==> src/rtl/lcd_pkg.sv <==
// lcd_pkg: shared types and constants for the HD44780-style 4-bit bus receiver.
// Holds opcode classes, DDRAM address map limits, blank fill value and FSM states.
package lcd_pkg;

    typedef enum logic [1:0] {
        ST_INIT8,
        ST_NIB_HI,
        ST_NIB_LO,
        ST_CLEAR
    } lcd_state_e;

    // Instruction classes, keyed by the highest set bit of the byte
    localparam logic [7:0] OP_CLEAR = 8'h01;
    localparam logic [7:0] OP_HOME  = 8'h02;
    localparam logic [7:0] OP_ENTRY = 8'h04;
    localparam logic [7:0] OP_DISP  = 8'h08;
    localparam logic [7:0] OP_SHIFT = 8'h10;
    localparam logic [7:0] OP_FSET  = 8'h20;
    localparam logic [7:0] OP_CGRAM = 8'h40;
    localparam logic [7:0] OP_DDRAM = 8'h80;

    // 8-bit mode nibbles
    localparam logic [3:0] NIB_STAY8 = 4'h3;
    localparam logic [3:0] NIB_GO4   = 4'h2;

    localparam logic [6:0] LINE1_BASE = 7'h00;
    localparam logic [6:0] LINE2_BASE = 7'h40;
    localparam logic [6:0] LINE1_LAST = 7'h27;
    localparam logic [6:0] LINE2_LAST = 7'h67;

    localparam logic [7:0] BLANK       = 8'h20;
    localparam int         DDRAM_DEPTH = 32;

    // Isolate the highest set bit; 0x00 maps to 0x00
    function automatic logic [7:0] top_bit(input logic [7:0] b);
        top_bit = '0;
        for (int i = 0; i < 8; i++) begin
            if (b[i]) begin
                top_bit    = '0;
                top_bit[i] = 1'b1;
            end
        end
    endfunction

    // Address counter step with the two-line wrap map
    function automatic logic [6:0] ac_step(input logic [6:0] a,
                                           input logic       inc);
        if (inc) begin
            if (a == LINE1_LAST)      ac_step = LINE2_BASE;
            else if (a == LINE2_LAST) ac_step = LINE1_BASE;
            else                      ac_step = a + 7'd1;
        end else begin
            if (a == LINE1_BASE)      ac_step = LINE2_LAST;
            else if (a == LINE2_BASE) ac_step = LINE1_LAST;
            else                      ac_step = a - 7'd1;
        end
    endfunction

endpackage

==> src/rtl/lcd_ddram.sv <==
// lcd_ddram: 32x8 display mirror, one write port, registered read port.
// Ports: i_clk, i_rst (clears read reg only), i_we/i_waddr/i_wdata, i_raddr -> o_rdata.
module lcd_ddram
    import lcd_pkg::*;
(
    input  logic       i_clk,
    input  logic       i_rst,
    input  logic       i_we,
    input  logic [4:0] i_waddr,
    input  logic [7:0] i_wdata,
    input  logic [4:0] i_raddr,
    output logic [7:0] o_rdata
);

    logic [7:0] r_mem [DDRAM_DEPTH];
    logic [7:0] r_rdata;

    always_ff @(posedge i_clk) begin
        if (i_we) r_mem[i_waddr] <= i_wdata;
    end

    // Read-before-write: same-cycle write is not visible
    always_ff @(posedge i_clk) begin
        if (i_rst) r_rdata <= '0;
        else       r_rdata <= r_mem[i_raddr];
    end

    assign o_rdata = r_rdata;

endmodule

==> src/rtl/lcd_rx.sv <==
// lcd_rx: decodes en/rs/rw/data strobes of a 4-bit character-LCD bus into bytes,
// tracks controller state (AC, I/D, display bits, modes) and a 2x16 DDRAM mirror.
// Ports: clk, rst (sync, high), en/rs/rw/data bus in, rd_addr -> rd_char mirror read,
// byte_valid/byte_out/byte_rs decoded byte, err drop pulse, busy (clear fill),
// four_bit, disp_on, cursor_on, blink_on, ac.
module lcd_rx
    import lcd_pkg::*;
#(
    parameter int SYNC_STAGES = 2
) (
    input  logic       clk,
    input  logic       rst,
    input  logic       en,
    input  logic       rs,
    input  logic       rw,
    input  logic [3:0] data,
    input  logic [4:0] rd_addr,
    output logic [7:0] rd_char,
    output logic       byte_valid,
    output logic [7:0] byte_out,
    output logic       byte_rs,
    output logic       err,
    output logic       busy,
    output logic       four_bit,
    output logic       disp_on,
    output logic       cursor_on,
    output logic       blink_on,
    output logic [6:0] ac
);

    // ---------------- input synchronizer ----------------
    logic [SYNC_STAGES-1:0][6:0] r_sync;
    logic                        r_en_d;
    logic                        w_en, w_rs, w_rw;
    logic [3:0]                  w_nib;
    logic                        w_stb;

    always_ff @(posedge clk) begin
        if (rst) begin
            r_sync <= '0;
            r_en_d <= 1'b0;
        end else begin
            r_sync <= {r_sync[SYNC_STAGES-2:0], {en, rs, rw, data}};
            r_en_d <= w_en;
        end
    end

    assign {w_en, w_rs, w_rw, w_nib} = r_sync[SYNC_STAGES-1];
    // Read strobes are invisible to everything downstream
    assign w_stb = r_en_d & ~w_en & ~w_rw;

    // ---------------- state ----------------
    lcd_state_e r_state, w_state_nxt;
    lcd_state_e r_ret,   w_ret_nxt;
    logic [4:0] r_clr_cnt, w_cnt_nxt;

    logic [3:0] r_hi_nib, w_hi_nib_nxt;
    logic       r_hi_rs,  w_hi_rs_nxt;
    logic [6:0] r_ac,     w_ac_nxt;
    logic       r_id,     w_id_nxt;
    logic       r_s_unused, w_s_nxt;
    logic       r_n_unused, w_n_nxt;
    logic       r_cg,     w_cg_nxt;
    logic       r_four,   w_four_nxt;
    logic       r_disp,   w_disp_nxt;
    logic       r_cur,    w_cur_nxt;
    logic       r_blink,  w_blink_nxt;
    logic       r_bv,     w_bv_nxt;
    logic [7:0] r_bout,   w_bout_nxt;
    logic       r_brs,    w_brs_nxt;
    logic       r_err,    w_err_nxt;

    logic       w_we;
    logic [4:0] w_waddr;
    logic [7:0] w_wdata;

    logic [7:0] w_byte;
    logic [7:0] w_op;
    logic       w_pair_ok;
    logic       w_go4;

    assign w_byte    = {r_hi_nib, w_nib};
    assign w_op      = top_bit(w_byte);
    assign w_pair_ok = (w_rs == r_hi_rs);
    assign w_go4     = w_stb && !w_rs && (w_nib == NIB_GO4);

    // ---------------- FSM: state register ----------------
    always_ff @(posedge clk) begin
        if (rst) begin
            r_state   <= ST_CLEAR;
            r_ret     <= ST_INIT8;
            r_clr_cnt <= '0;
        end else begin
            r_state   <= w_state_nxt;
            r_ret     <= w_ret_nxt;
            r_clr_cnt <= w_cnt_nxt;
        end
    end

    // ---------------- FSM: next state ----------------
    always_comb begin
        w_state_nxt = r_state;
        w_ret_nxt   = r_ret;
        w_cnt_nxt   = r_clr_cnt;
        unique case (r_state)
            ST_INIT8: begin
                if (w_go4) w_state_nxt = ST_NIB_HI;
            end
            ST_NIB_HI: begin
                if (w_stb) w_state_nxt = ST_NIB_LO;
            end
            ST_NIB_LO: begin
                if (w_stb) begin
                    w_state_nxt = ST_NIB_HI;
                    if (w_pair_ok && !w_rs) begin
                        if (w_op == OP_CLEAR) begin
                            w_state_nxt = ST_CLEAR;
                            w_ret_nxt   = ST_NIB_HI;
                            w_cnt_nxt   = '0;
                        end else if (w_op == OP_FSET && w_byte[4]) begin
                            w_state_nxt = ST_INIT8;
                        end
                    end
                end
            end
            ST_CLEAR: begin
                w_cnt_nxt = r_clr_cnt + 5'd1;
                if (r_clr_cnt == 5'd31) w_state_nxt = r_ret;
            end
            default: ;
        endcase
    end

    // ---------------- FSM: outputs / datapath next ----------------
    always_comb begin
        w_hi_nib_nxt = r_hi_nib;
        w_hi_rs_nxt  = r_hi_rs;
        w_ac_nxt     = r_ac;
        w_id_nxt     = r_id;
        w_s_nxt      = r_s_unused;
        w_n_nxt      = r_n_unused;
        w_cg_nxt     = r_cg;
        w_four_nxt   = r_four;
        w_disp_nxt   = r_disp;
        w_cur_nxt    = r_cur;
        w_blink_nxt  = r_blink;
        w_bv_nxt     = 1'b0;
        w_bout_nxt   = r_bout;
        w_brs_nxt    = r_brs;
        w_err_nxt    = 1'b0;
        w_we         = 1'b0;
        w_waddr      = r_clr_cnt;
        w_wdata      = BLANK;
        unique case (r_state)
            ST_INIT8: begin
                if (w_go4) w_four_nxt = 1'b1;
            end
            ST_NIB_HI: begin
                if (w_stb) begin
                    w_hi_nib_nxt = w_nib;
                    w_hi_rs_nxt  = w_rs;
                end
            end
            ST_NIB_LO: begin
                if (w_stb && !w_pair_ok) begin
                    w_err_nxt = 1'b1;
                end else if (w_stb) begin
                    w_bv_nxt   = 1'b1;
                    w_bout_nxt = w_byte;
                    w_brs_nxt  = w_rs;
                    if (w_rs) begin
                        // Only 0x00-0x0F / 0x40-0x4F have a mirror slot
                        w_we     = !r_cg && (r_ac[5:4] == 2'b00);
                        w_waddr  = {r_ac[6], r_ac[3:0]};
                        w_wdata  = w_byte;
                        w_ac_nxt = ac_step(r_ac, r_id);
                    end else begin
                        unique case (w_op)
                            OP_CLEAR: begin
                                w_ac_nxt = '0;
                                w_id_nxt = 1'b1;
                                w_cg_nxt = 1'b0;
                            end
                            OP_HOME: begin
                                w_ac_nxt = '0;
                                w_cg_nxt = 1'b0;
                            end
                            OP_ENTRY: begin
                                w_id_nxt = w_byte[1];
                                w_s_nxt  = w_byte[0];
                            end
                            OP_DISP: begin
                                w_disp_nxt  = w_byte[2];
                                w_cur_nxt   = w_byte[1];
                                w_blink_nxt = w_byte[0];
                            end
                            OP_SHIFT: ;
                            OP_FSET: begin
                                w_n_nxt = w_byte[3];
                                if (w_byte[4]) w_four_nxt = 1'b0;
                            end
                            OP_CGRAM: begin
                                w_cg_nxt = 1'b1;
                            end
                            OP_DDRAM: begin
                                w_ac_nxt = w_byte[6:0];
                                w_cg_nxt = 1'b0;
                            end
                            default: ;
                        endcase
                    end
                end
            end
            ST_CLEAR: begin
                w_we = 1'b1;
                if (w_stb) w_err_nxt = 1'b1;
            end
            default: ;
        endcase
    end

    // ---------------- datapath registers ----------------
    always_ff @(posedge clk) begin
        if (rst) begin
            r_hi_nib   <= '0;
            r_hi_rs    <= 1'b0;
            r_ac       <= '0;
            r_id       <= 1'b1;
            r_s_unused <= 1'b0;
            r_n_unused <= 1'b0;
            r_cg       <= 1'b0;
            r_four     <= 1'b0;
            r_disp     <= 1'b0;
            r_cur      <= 1'b0;
            r_blink    <= 1'b0;
            r_bv       <= 1'b0;
            r_bout     <= '0;
            r_brs      <= 1'b0;
            r_err      <= 1'b0;
        end else begin
            r_hi_nib   <= w_hi_nib_nxt;
            r_hi_rs    <= w_hi_rs_nxt;
            r_ac       <= w_ac_nxt;
            r_id       <= w_id_nxt;
            r_s_unused <= w_s_nxt;
            r_n_unused <= w_n_nxt;
            r_cg       <= w_cg_nxt;
            r_four     <= w_four_nxt;
            r_disp     <= w_disp_nxt;
            r_cur      <= w_cur_nxt;
            r_blink    <= w_blink_nxt;
            r_bv       <= w_bv_nxt;
            r_bout     <= w_bout_nxt;
            r_brs      <= w_brs_nxt;
            r_err      <= w_err_nxt;
        end
    end

    lcd_ddram u_ddram (
        .i_clk   (clk),
        .i_rst   (rst),
        .i_we    (w_we && !rst),
        .i_waddr (w_waddr),
        .i_wdata (w_wdata),
        .i_raddr (rd_addr),
        .o_rdata (rd_char)
    );

    assign byte_valid = r_bv;
    assign byte_out   = r_bout;
    assign byte_rs    = r_brs;
    assign err        = r_err;
    assign busy       = (r_state == ST_CLEAR);
    assign four_bit   = r_four;
    assign disp_on    = r_disp;
    assign cursor_on  = r_cur;
    assign blink_on   = r_blink;
    assign ac         = r_ac;

endmodule

==> config.mk <==
export PLATFORM = sky130hd
export DESIGN_NAME = lcd_rx
export DESIGN_NICKNAME = d
export VERILOG_FILES = /design/src/rtl/lcd_pkg.sv /design/src/rtl/lcd_ddram.sv /design/src/rtl/lcd_rx.sv
export SDC_FILE = /design/constraint.sdc
export NUM_CORES = 1
export LEC_CHECK = 0
export BUFFER_PORTS_ARGS = -buffer_cell sky130_fd_sc_hd__clkbuf_2
export CAP_MARGIN = 20
export CORE_ASPECT_RATIO = 0.9
export CORE_MARGIN = 2
export CORE_UTILIZATION = 35
export CTS_CLUSTER_DIAMETER = 60
export DETAILED_ROUTE_END_ITERATION = 8
export GPL_TIMING_DRIVEN = 0
export PLACE_DENSITY = 0.51
export SLEW_MARGIN = 15
export SYNTH_ARGS = -nofsm -noshare
export SYNTH_HDL_FRONTEND = slang
export SYNTH_SLANG_ARGS = --single-unit
export TNS_END_PERCENT = 1
==> constraint.sdc <==
create_clock -name clk -period 7.6 [get_ports clk]
set_input_delay 0.38 -clock clk [delete_from_list [all_inputs] [get_ports clk]]
set_output_delay 0.38 -clock clk [all_outputs]
set_load 0.01 [all_outputs]
==> summary.md <==
| Metric | Value |
|---|---|
| Pre-antenna DRT Iters | `5` |
| Flop2flop setup slack | `3.84 ns` |
| Multiplexer share of the synthesized area | `14.3%` |
| CORE AREA | `0.0363 sq mm` |
| Clock Skews | `0.0147 ns` |
| Total track usage | `16.1%` |
| RR Endpoint | `u_ddram.r_mem[16][5]$_DFFE_PP_` |
| Post-synthesis register bit count | `316` |
| Status | `completed` |
| Class of the worst hold path | `in -> reg` |
| Post-synth EDFFs | `256` |
| Cts hold-fix bufs | `0` |
| WL/cell | `22.2 microns` |
| Startpoint types | `register` |
| Synth-to-Final Area Change | `15.3%` |
| Synth Instances | `789` |
| Largest family of logic cells by synthesized area | `multiplexers` |
| Diode count | `0` |
| Row cnt | `66` |
| Ys Warns | `0` |
| Post-route ant nets | `0` |
| Crit Path Category | `reg -> reg` |
| Peak supply drop | `150 uV` |
| H-tree levels | `2` |
| CP Max Fanout | `10` |
| P_leak | `4.78 nW` |
| PortBufs | `38` |
| Compound-Gate Fraction of Synth Area | `5.15%` |
| Post-layout util | `41.2%` |
| Layout cells sized above 1 | `25.1%` |
| Gp weighted congestion | `0.823` |
| Netlist cell types | `70` |
| Clk pin slew, worst setup/hold paths | `0.06 ns` |
| WP data arrival | `3.90 ns` |
| Worst Hold End | `r_sync[3]$_SDFF_PP0_` |
| Unrepaired setup endpoints after global routing | `false` |
| Slew @ Worst Pin | `0.958 ns` |
| Die Ht | `186 microns` |
| DP Wirelength | `20,200 microns` |
| F_max | `266 MHz` |
| Max Slew Vio Count | `0` |
| CTS Buf Count | `36` |
| Setup TNS | `0 ns` |
| Setup crit end kind | `register` |
| DRT Wirelength | `30,400 microns` |
| Async SR Flop Fraction | `0%` |
| Post-cts resize count | `0` |
| Place WS | `3.82 ns` |
| Number of fill cells | `3,294` |
| Pwr per Cell Area | `239 mW/mm^2` |
| Worst skew pair latency | `0.52 ns` |
| Synth area leaders | `edfxtp_1 59%, mux4_2 11%, dfxtp_1 9.3%, mux2i_1 2.6%, nor2_1 1.7%` |
| Die area | `0.0385 sq mm` |
| Synthesized net count | `808` |
| Initial Util | `35.7%` |
| Most frequent cells in the layout | `256 x edfxtp_1, 64 x mux4_2, 60 x dfxtp_1` |
| Reg area | `0.00889 sq mm` |
| Clk sinks | `316` |
| R2R Path Start | `r_sync[12]$_SDFF_PP0_` |
| DR vias | `7,092` |
| Req. time, crit path | `7.74 ns` |
| Setup ws final | `3.84 ns` |
| GRT overflow | `0` |
| Hold Startpoint | `data[3]` |
| Xor/xnor share of the synthesized area | `0.406%` |
| Die Width | `207 microns` |
| First-pass GRT wire length | `45,800 microns` |
| Via/cell ratio | `5.18` |
| CTS tree | `built` |
| Antenna violations before repair | `0` |
| Hold slack | `0.0724 ns` |
| Vias in the first global route | `7,114` |
| Register area share after synthesis | `68.7%` |
| Synthesized cell area | `0.0129 sq mm` |
| I/O pins | `45` |
| Worst hold path depth | `2` |
| Post-Synth Adder-Cell Area | `0.484%` |
| Share of the synthesized area in the top cell type | `59.4%` |
| Fin crit period | `3.76 ns` |
| # setup viols final | `0` |
| Max Cap Viol | `0` |
| Commonest non-fill, non-tap cell in the layout | `edfxtp_1` |
| Primary FF master, synth | `edfxtp_1` |
| Reg2Reg Depth | `8` |
| Drc violations | `0` |
| Slew margin rel. | `36.1%` |
| CTS Root Cell | `clkbuf_16` |
| Area of the multi-input gates | `0.00379 sq mm` |
| Final Hold Vio Count | `0` |
| Pin count of the biggest net entering global routing | `33` |
| Post-CTS Setup Bufs | `0` |
| DRT iter0 DRCs | `504` |
| Nets | `889` |
| Max clock buf depth | `3` |
| Fin crit share | `49.5%` |
| Largest area contributor in the netlist | `edfxtp_1` |
| Simple-gate share of the synthesized area | `8.51%` |
| Avg Cell Area, Syn | `16.4 sq um` |
## metrics by stage
step / std cells / instance area (sq um) / total power, mW
final: 1369 / 14900 / 3.57
after global routing: 1369 / 14900 / 3.68
after CTS: 1369 / 14900 / 3.61
after detailed placement: 1308 / 13900 / 2.03
after global placement: 1303 / 13700 / 2.02
after floorplan: 789 / 12900 / 1.98
## power by group
| part | internal (mW) | leakage (nW) | switching [mW] |
|---|---|---|---|
| Combinational | 0.0448 | 1.48 | 0.0765 |
| Clock | 0.907 | 0.528 | 0.677 |
| Sequential | 1.86 | 2.77 | 0.00584 |
## registers in the layout, summed over array words and instances (netlist names), 2 cells and up
name             cells
byte_out             8
r_sync              14
u_ddram.o_rdata      8
ac                   7
r_clr_cnt            5
r_state              2
r_hi_nib             4
u_ddram.r_mem      256
## synth_stat cells, drive strengths merged (3+ instances only)
| library cell | count |
|---|---|
| o21ai | 8 |
| edfxtp | 256 |
| nand2 | 41 |
| xnor2 | 3 |
| a22oi | 5 |
| mux4 | 64 |
| mux2i | 34 |
| nor4 | 5 |
| nor3 | 24 |
| nor2b | 29 |
| clkbuf | 25 |
| nor2 | 60 |
| a221o | 8 |
| buf | 31 |
| a31oi | 10 |
| dfxtp | 60 |
| ha | 5 |
| nand2b | 7 |
| a311oi | 8 |
| or2 | 4 |
| nor4b | 4 |
| nand3 | 9 |
| inv | 7 |
| a21oi | 23 |
| a211oi | 4 |
| and2 | 9 |
| mux2 | 5 |
| o21a | 4 |
| xor2 | 3 |
## routing by layer
layer  vias up  global-route usage (%)  routed length [microns]
li1       3244                       -                        -
met1      3652                    24.1                    14600
met2       154                    24.7                    14200
met3        42                    2.44                     1190
met4         0                    3.82                      496
met5         -                       0                        0
## cell type report
type / instances / area share (%)
buffer: 56 / 1.91
timing repair buffer: 43 / 1.79
clock inverter: 19 / 0.939
sequential: 316 / 59.6
tap: 476 / 3.99
multi-input combinational: 409 / 25.4
inverter: 8 / 0.201
clock buffer: 42 / 6.19
## kinds of logic (layout without fill, tap and decap cells)
kind of cell,after synthesis,count (layout)
simple gates,207,207
fa+ha+maj,5,5
xor+xnor,6,6
compound gates,88,88
buf+inv,64,168
flops,316,316
mux,103,103
## worst max-delay path, cell delays in order, from the launching register on
cell	delay (ns)
dfxtp_1	0.30
clkbuf_1	0.43
inv_1	0.18
ha_1	0.36
nor2b_1	0.26
o2111ai_2	0.23
o32ai_1	0.56
nand2_1	0.28
nor2_1	0.78
## worst max-delay path by stage
stage	start	endpoint	slack [ns]	depth (start not counted)
after CTS	r_sync[12]$_SDFF_PP0_	u_ddram.r_mem[16][7]$_DFFE_PP_	3.85	8
after floorplan	r_sync[12]$_SDFF_PP0_	u_ddram.r_mem[18][0]$_DFFE_PP_	4.67	9
after global routing	r_sync[12]$_SDFF_PP0_	u_ddram.r_mem[16][5]$_DFFE_PP_	3.59	8
final	r_sync[12]$_SDFF_PP0_	u_ddram.r_mem[16][5]$_DFFE_PP_	3.84	8
after global placement	r_sync[12]$_SDFF_PP0_	u_ddram.r_mem[3][4]$_DFFE_PP_	3.63	9
after detailed placement	r_sync[12]$_SDFF_PP0_	u_ddram.r_mem[24][6]$_DFFE_PP_	3.82	8
No activity file was read; power rests on OpenSTA's default activity.
